**src/rtl/trojan_trigger_seq_gen.sv**
```systemverilog
// Trigger-sequence generator: offers SEQ0..SEQ3 over a valid/ready handshake,
// with an optional idle gap between words. start/abort come from the harness.
module trojan_trigger_seq_gen #(
  parameter logic [127:0] SEQ0       = 128'h3243f6a8_885a308d_313198a2_e0370734,
  parameter logic [127:0] SEQ1       = 128'h00112233_44556677_8899aabb_ccddeeff,
  parameter logic [127:0] SEQ2       = 128'h0,
  parameter logic [127:0] SEQ3       = 128'h1,
  parameter int unsigned  GAP_CYCLES = 2
) (
  input  logic         clk,
  input  logic         rst,
  input  logic         start,
  input  logic         abort,
  output logic [127:0] out_data,
  output logic         out_valid,
  input  logic         out_ready,
  output logic [1:0]   step,
  output logic         busy,
  output logic         done
);

  typedef enum logic [1:0] {
    IDLE = 2'd0,
    SEND = 2'd1,
    GAP  = 2'd2,
    FIN  = 2'd3
  } state_e;

  localparam bit         NO_GAP   = (GAP_CYCLES == 0);
  localparam logic [7:0] GAP_LOAD = NO_GAP ? 8'd0 : 8'(GAP_CYCLES - 1);

  state_e       state_q, state_d;
  logic [1:0]   step_q, step_d;
  logic [7:0]   gap_q, gap_d;
  logic [127:0] data_q, data_d;
  logic         valid_q, valid_d;
  logic         busy_q, busy_d;
  logic         done_q, done_d;
  logic         hs;

  assign hs = valid_q & out_ready;

  // State register; outputs are registered alongside, decoded from the next state.
  always_ff @(posedge clk) begin
    if (rst) begin
      state_q <= IDLE;
      step_q  <= '0;
      gap_q   <= '0;
      data_q  <= '0;
      valid_q <= 1'b0;
      busy_q  <= 1'b0;
      done_q  <= 1'b0;
    end else begin
      state_q <= state_d;
      step_q  <= step_d;
      gap_q   <= gap_d;
      data_q  <= data_d;
      valid_q <= valid_d;
      busy_q  <= busy_d;
      done_q  <= done_d;
    end
  end

  always_comb begin
    state_d = state_q;
    step_d  = step_q;
    gap_d   = gap_q;
    unique case (state_q)
      IDLE: begin
        step_d = '0;
        if (start) state_d = SEND;
      end
      SEND: begin
        if (hs) begin
          if (step_q == 2'd3) begin
            state_d = FIN;
            step_d  = '0;
          end else begin
            step_d = step_q + 2'd1;
            if (!NO_GAP) begin
              state_d = GAP;
              gap_d   = GAP_LOAD;
            end
          end
        end
      end
      GAP: begin
        if (gap_q == '0) state_d = SEND;
        else             gap_d   = gap_q - 8'd1;
      end
      FIN: begin
        state_d = IDLE;
        step_d  = '0;
      end
      default: state_d = IDLE;
    endcase
    // abort beats everything except reset, including a same-cycle start in IDLE.
    if (abort) begin
      state_d = IDLE;
      step_d  = '0;
      gap_d   = '0;
    end
  end

  always_comb begin
    valid_d = (state_d == SEND);
    busy_d  = (state_d == SEND) || (state_d == GAP);
    done_d  = (state_d == FIN);
    data_d  = '0;
    if (state_d == SEND) begin
      unique case (step_d)
        2'd0:    data_d = SEQ0;
        2'd1:    data_d = SEQ1;
        2'd2:    data_d = SEQ2;
        default: data_d = SEQ3;
      endcase
    end
  end

  assign out_data  = data_q;
  assign out_valid = valid_q;
  assign step      = step_q;
  assign busy      = busy_q;
  assign done      = done_q;

endmodule

```
**config.mk**
```make
export PLATFORM = sky130hd
export DESIGN_NAME = trojan_trigger_seq_gen
export DESIGN_NICKNAME = d
export VERILOG_FILES = /design/src/rtl/trojan_trigger_seq_gen.sv
export SDC_FILE = /design/constraint.sdc
export NUM_CORES = 1
export LEC_CHECK = 0
export ABC_AREA = 1
export CAP_MARGIN = 20
export CORE_MARGIN = 8
export CORE_UTILIZATION = 35
export CTS_CLUSTER_DIAMETER = 150
export CTS_CLUSTER_SIZE = 25
export DETAILED_ROUTE_END_ITERATION = 10
export PLACE_DENSITY = 0.81
export SETUP_SLACK_MARGIN = 0.15
export SLEW_MARGIN = 20
export SYNTH_ARGS = -nofsm -noshare
export SYNTH_HDL_FRONTEND = slang
export SYNTH_SLANG_ARGS = --single-unit
```
**constraint.sdc**
```tcl
create_clock -name clk -period 2.2 [get_ports clk]
set_clock_uncertainty 0.1 [all_clocks]
set_input_delay 0.44 -clock clk [delete_from_list [all_inputs] [get_ports clk]]
set_output_delay 0.44 -clock clk [all_outputs]
set_load 0.02 [all_outputs]
```
# After elaboration in Yosys (flattened, before gate mapping)
# Cells that the tools add are included.
[word_totals]
input_bits = 5
output_inout_bits = 133
ff_bits = 143
latch_bits = 0
n_memories = 0
mem_bits_ro = 0
word_cells = 47
mem_bits_rw = 0
[classes]
n_mul = 0
n_mux = 15
reduce_logical = 9
n_lt_le_gt_ge = 0
addsub = 2
n_eq_ne = 12
bitwise_logic = 2
div = 0
shifts = 0
[op_table]
columns = ["cell", "count"]
rows = [
  ["126-bit one-hot mux with 3 select lines", 1],
  ["8-bit two-way mux", 3],
  ["8-bit one-hot mux with 2 select lines", 1],
  ["2-bit two-way mux", 7],
  ["2-bit == test, second input constant", 6],
  ["8-bit zero test", 1],
  ["2-bit one-hot mux with 4 select lines", 1],
  ["8-bit by 1-bit subtractor with 8-bit output, second input constant", 1],
  ["2-bit by 1-bit == test with 1-bit output, second input constant", 3],
  ["2-bit != test, second input constant", 3],
  ["2-bit OR reduction", 3],
  ["2-bit zero test", 2],
  ["2-bit one-hot mux with 2 select lines", 1],
  ["4-bit AND reduction", 1],
  ["2-bit by 1-bit adder with 2-bit output, second input constant", 1],
  ["2-bit nonzero test", 1],
  ["1-bit bitwise AND", 1],
  ["1-bit logical OR", 1],
  ["1-bit two-way mux", 1],
  ["1-bit NOT", 1],
]

# Longest topological paths before layout
[depth]
word_depth = 8
mapped_depth = 11
mapped_depth_nobuf = 11

# Worst setup path after synthesis
# Ideal clock, no wire load.
[synth_path]
path_type = "register -> output"
from = "register, netlist name out_data[116]"
to = "output out_data[100]"
n_path_buf = 1
setup_slack_ns = 0.398
t_required_ns = 1.660
arrival_ns = 1.262
path_stages_with_launch = 2
path_cell_list = "dfxtp_1 > buf_4"
[synth_rtl]
columns = ["element", "line_no", "text"]
rows = [
  ["end, declared", "14", "output logic [127:0] out_data,"],
]

==> impl_metrics.ini <==
[floorplan]
fp.dieH_um = 90.46
core_area_mm2 = 0.005439
die_w_um = 90.46
num_rows = 27
die_area_mm2 = 0.008183
start_util_pct = 35.68
boundaryPins = 138

[routing]
drt-initial-drc-count = 29
vias = 1381
postRouteAntennaNets = 0
drc = 0
avgViaCountPerCell = 3.868
finalWirelength_um = 4412
wl_per_cell_um = 12.36
drt_first_pass_iters = 4

[timing]
rsz0062_at_grt = false
min_period_ns = 1.991
hold_violations = 0
finalCritPeriodShare_pct = 90.50
drv_slew = 0
finalSetupTns_ns = 0
max_freq_ghz = 0.5023
setup_viol = 0

[worst_hold_path]
min_path_cells = 2
hp-class = reg -> reg

[yosys]
avgSynthCellArea_um2 = 7.296
ys_warn_count = 0
yosysSeqAreaShare_pct = 19.60
synthCells = 266
synth_top_family_by_area = buffers and inverters
synth_cell_types = 25
synth_compound_area_share_pct = 4.771
synth-adder-area-share_pct = 3.224
yosys.area_share.simple_pct = 18.96
ys_top_cells_by_area = buf_4 (48%), dfxtp_1 (20%), nand2_1 (4.8%), nor2_1 (4.6%), inv_1 (3.5%)
yosys_register_bits = 19
synth_xor_area_share_pct = 0.4513
synth_mux_area_share_pct = 0
synth_area_leader_cell = buf_4
syn_area_mm2 = 0.001941
synth_top_area_share_pct = 47.97

[cts]
cts_tree = done
cts_hold_buf = 0
clockRootBuffer = clkbuf_8
h-tree-depth = 1
clk_latency_ns = 0.26
cts_buffers = 3
clk_path_buf_depth = 2
cts_setup_buffers = 0
clkSlewWorstSetupHoldPaths_ns = 0.07
cts.sinks = 19

[critical_path]
cp-end-kind = primary output
path_max_fanout = 21
start_kind = flip-flop
worstRegToRegCells = 11
required_ns = 1.66
path_class = reg -> out
arrival_ns = 1.45

[power]
leakage_nw = 1.712
vdd_ir_drop_max_mv = 0.3139
power.density_mw_per_mm2 = 370.6

[finish]
antenna_cells = 0
area_growth_pct = 21.79
final_nets = 296
finalInstanceArea_mm2 = 0.002364
layout-drive-gt1-share_pct = 12.98
fill_cells = 537

[placement]
dp_hpwl_um = 3635
port_buffers = 100
place_area_mm2 = 0.002275
place_congestion = 0.8129

[global_route]
track_usage_pct = 10.02
overflow = 0
grt_pass1_vias = 1383
antenna_found_initial = 0
grt_pass1_wl_um = 6920
grt_max_degree = 38

[flow_run]
cap_viol_max_count = 0

[status]
status = complete, no violations
[cells in the final DEF (no fill, tap or decap), drive strengths merged]
cell type / Yosys / routed
dlymetal6s2s: 0 / 34
a21oi: 8 / 8
buf: 124 / 4
dfxtp: 19 / 19
nand3: 9 / 9
o21ai: 6 / 6
nand4: 1 / 1
or2: 2 / 2
clkbuf: 1 / 3
nand2: 32 / 32
inv: 24 / 24
clkinvlp: 0 / 1
xor2: 1 / 1
or3: 1 / 1
ha: 5 / 5
nor2: 32 / 32
dlygate4sd2: 0 / 37
clkdlybuf4s50: 0 / 29
conb: 1 / 37
[path summary, 6_finish.rpt]
| kind | start | end | slack, ns |
|---|---|---|---|
| hold / removal | gap_q[1] | gap_q[1] | 0.39 |
| setup reg to reg | gap_q[0] | out_data[124] | 0.37 |
| hold reg to reg | gap_q[1] | gap_q[1] | 0.39 |
| setup / recovery | out_data[124] | out_data[44] | 0.21 |
[critical path, cell delays in order (launching register included)]
cell and delay (ns):
dfxtp_2 0.41, buf_12 0.16, clkdlybuf4s50_1 0.61
[cell families (layout without fill, tap and decap cells)]
group	after synthesis	count (layout)
adders and majority gates	5	5
xor gates and xnor gates	1	1
buffers and inverters	149	132
and+or+nand+nor	77	77
AOI/OAI and AO/OA	14	14
other	1	37
DFF	19	19
[power by group]
| group | total, W | switching (W) | internal, W |
|---|---|---|---|
| registers | 0.000354 | 0.00000493 | 0.000349 |
| logic | 0.000267 | 0.000173 | 0.0000943 |
| clock network | 0.000255 | 0.000127 | 0.000128 |
| total | 0.000876 | 0.000305 | 0.000571 |
[stage by stage]
| stage | utilization, % | std cells | total power [W] | hold WS, ns | setup slack, ns |
|---|---|---|---|---|---|
| floorplan | - | 302 | 0.0006261 | 0.3524 | 0.3984 |
| global placement | 41.82 | 353 | 0.0006321 | 0.3791 | 0.1962 |
| finish | 43.46 | 357 | 0.0008759 | 0.3930 | 0.2091 |
| detailed placement | 41.82 | 353 | 0.0006351 | 0.3846 | 0.1221 |
| CTS | 41.89 | 357 | 0.0008947 | 0.3947 | 0.1549 |
| global route | 43.46 | 357 | 0.0009135 | 0.4340 | 0.1500 |
[synth_stat cells]
cell      count
a21oi_2       3
inv_2         6
nand2_1      25
conb_1        1
nand4_1       1
a21oi_1       5
xor2_1        1
o21ai_0       4
or2_2         1
nor2_4        2
nand3_2       1
or2_1         1
ha_1          5
nand2_2       6
clkbuf_1      1
inv_1        18
nor2_1       24
o21ai_1       1
dfxtp_1      19
nand2_4       1
buf_4       124
o21ai_4       1
or3_1         1
nor2_2        6
nand3_1       8
[layer usage]
metal,wire length [um],global-route usage [%],vias to the layer above
met5,0,0,-
met4,64,4.438,0
met3,497,5.071,5
met2,2315,18.64,75
met1,1535,8.757,619
li1,-,-,682
[state kept, by name (all words and copies together), names as in the netlist]
signal,flops
gap_q,8
out_data,4
state_q,2
step,2
busy,1
done,1
out_valid,1
[cell type report]
type	instances	area (um2)	area share, %
Timing Repair Buffer	104	1082	45.79
Multi-Input combinational cell	134	670.6	28.37
Sequential cell	19	381.6	16.15
Inverter	24	90.09	3.812
Tap cell	72	90.09	3.812
Clock buffer	3	41.29	1.747
Clock inverter	1	7.507	0.3176
[what timing repair did]
item	4_1_cts	5_1_grt
hold endpoints to repair	0	0
resized for setup	38	35
setup endpoints to repair	58	49
cloned	0	0
Note: power is estimated with default switching activity, not from simulation.
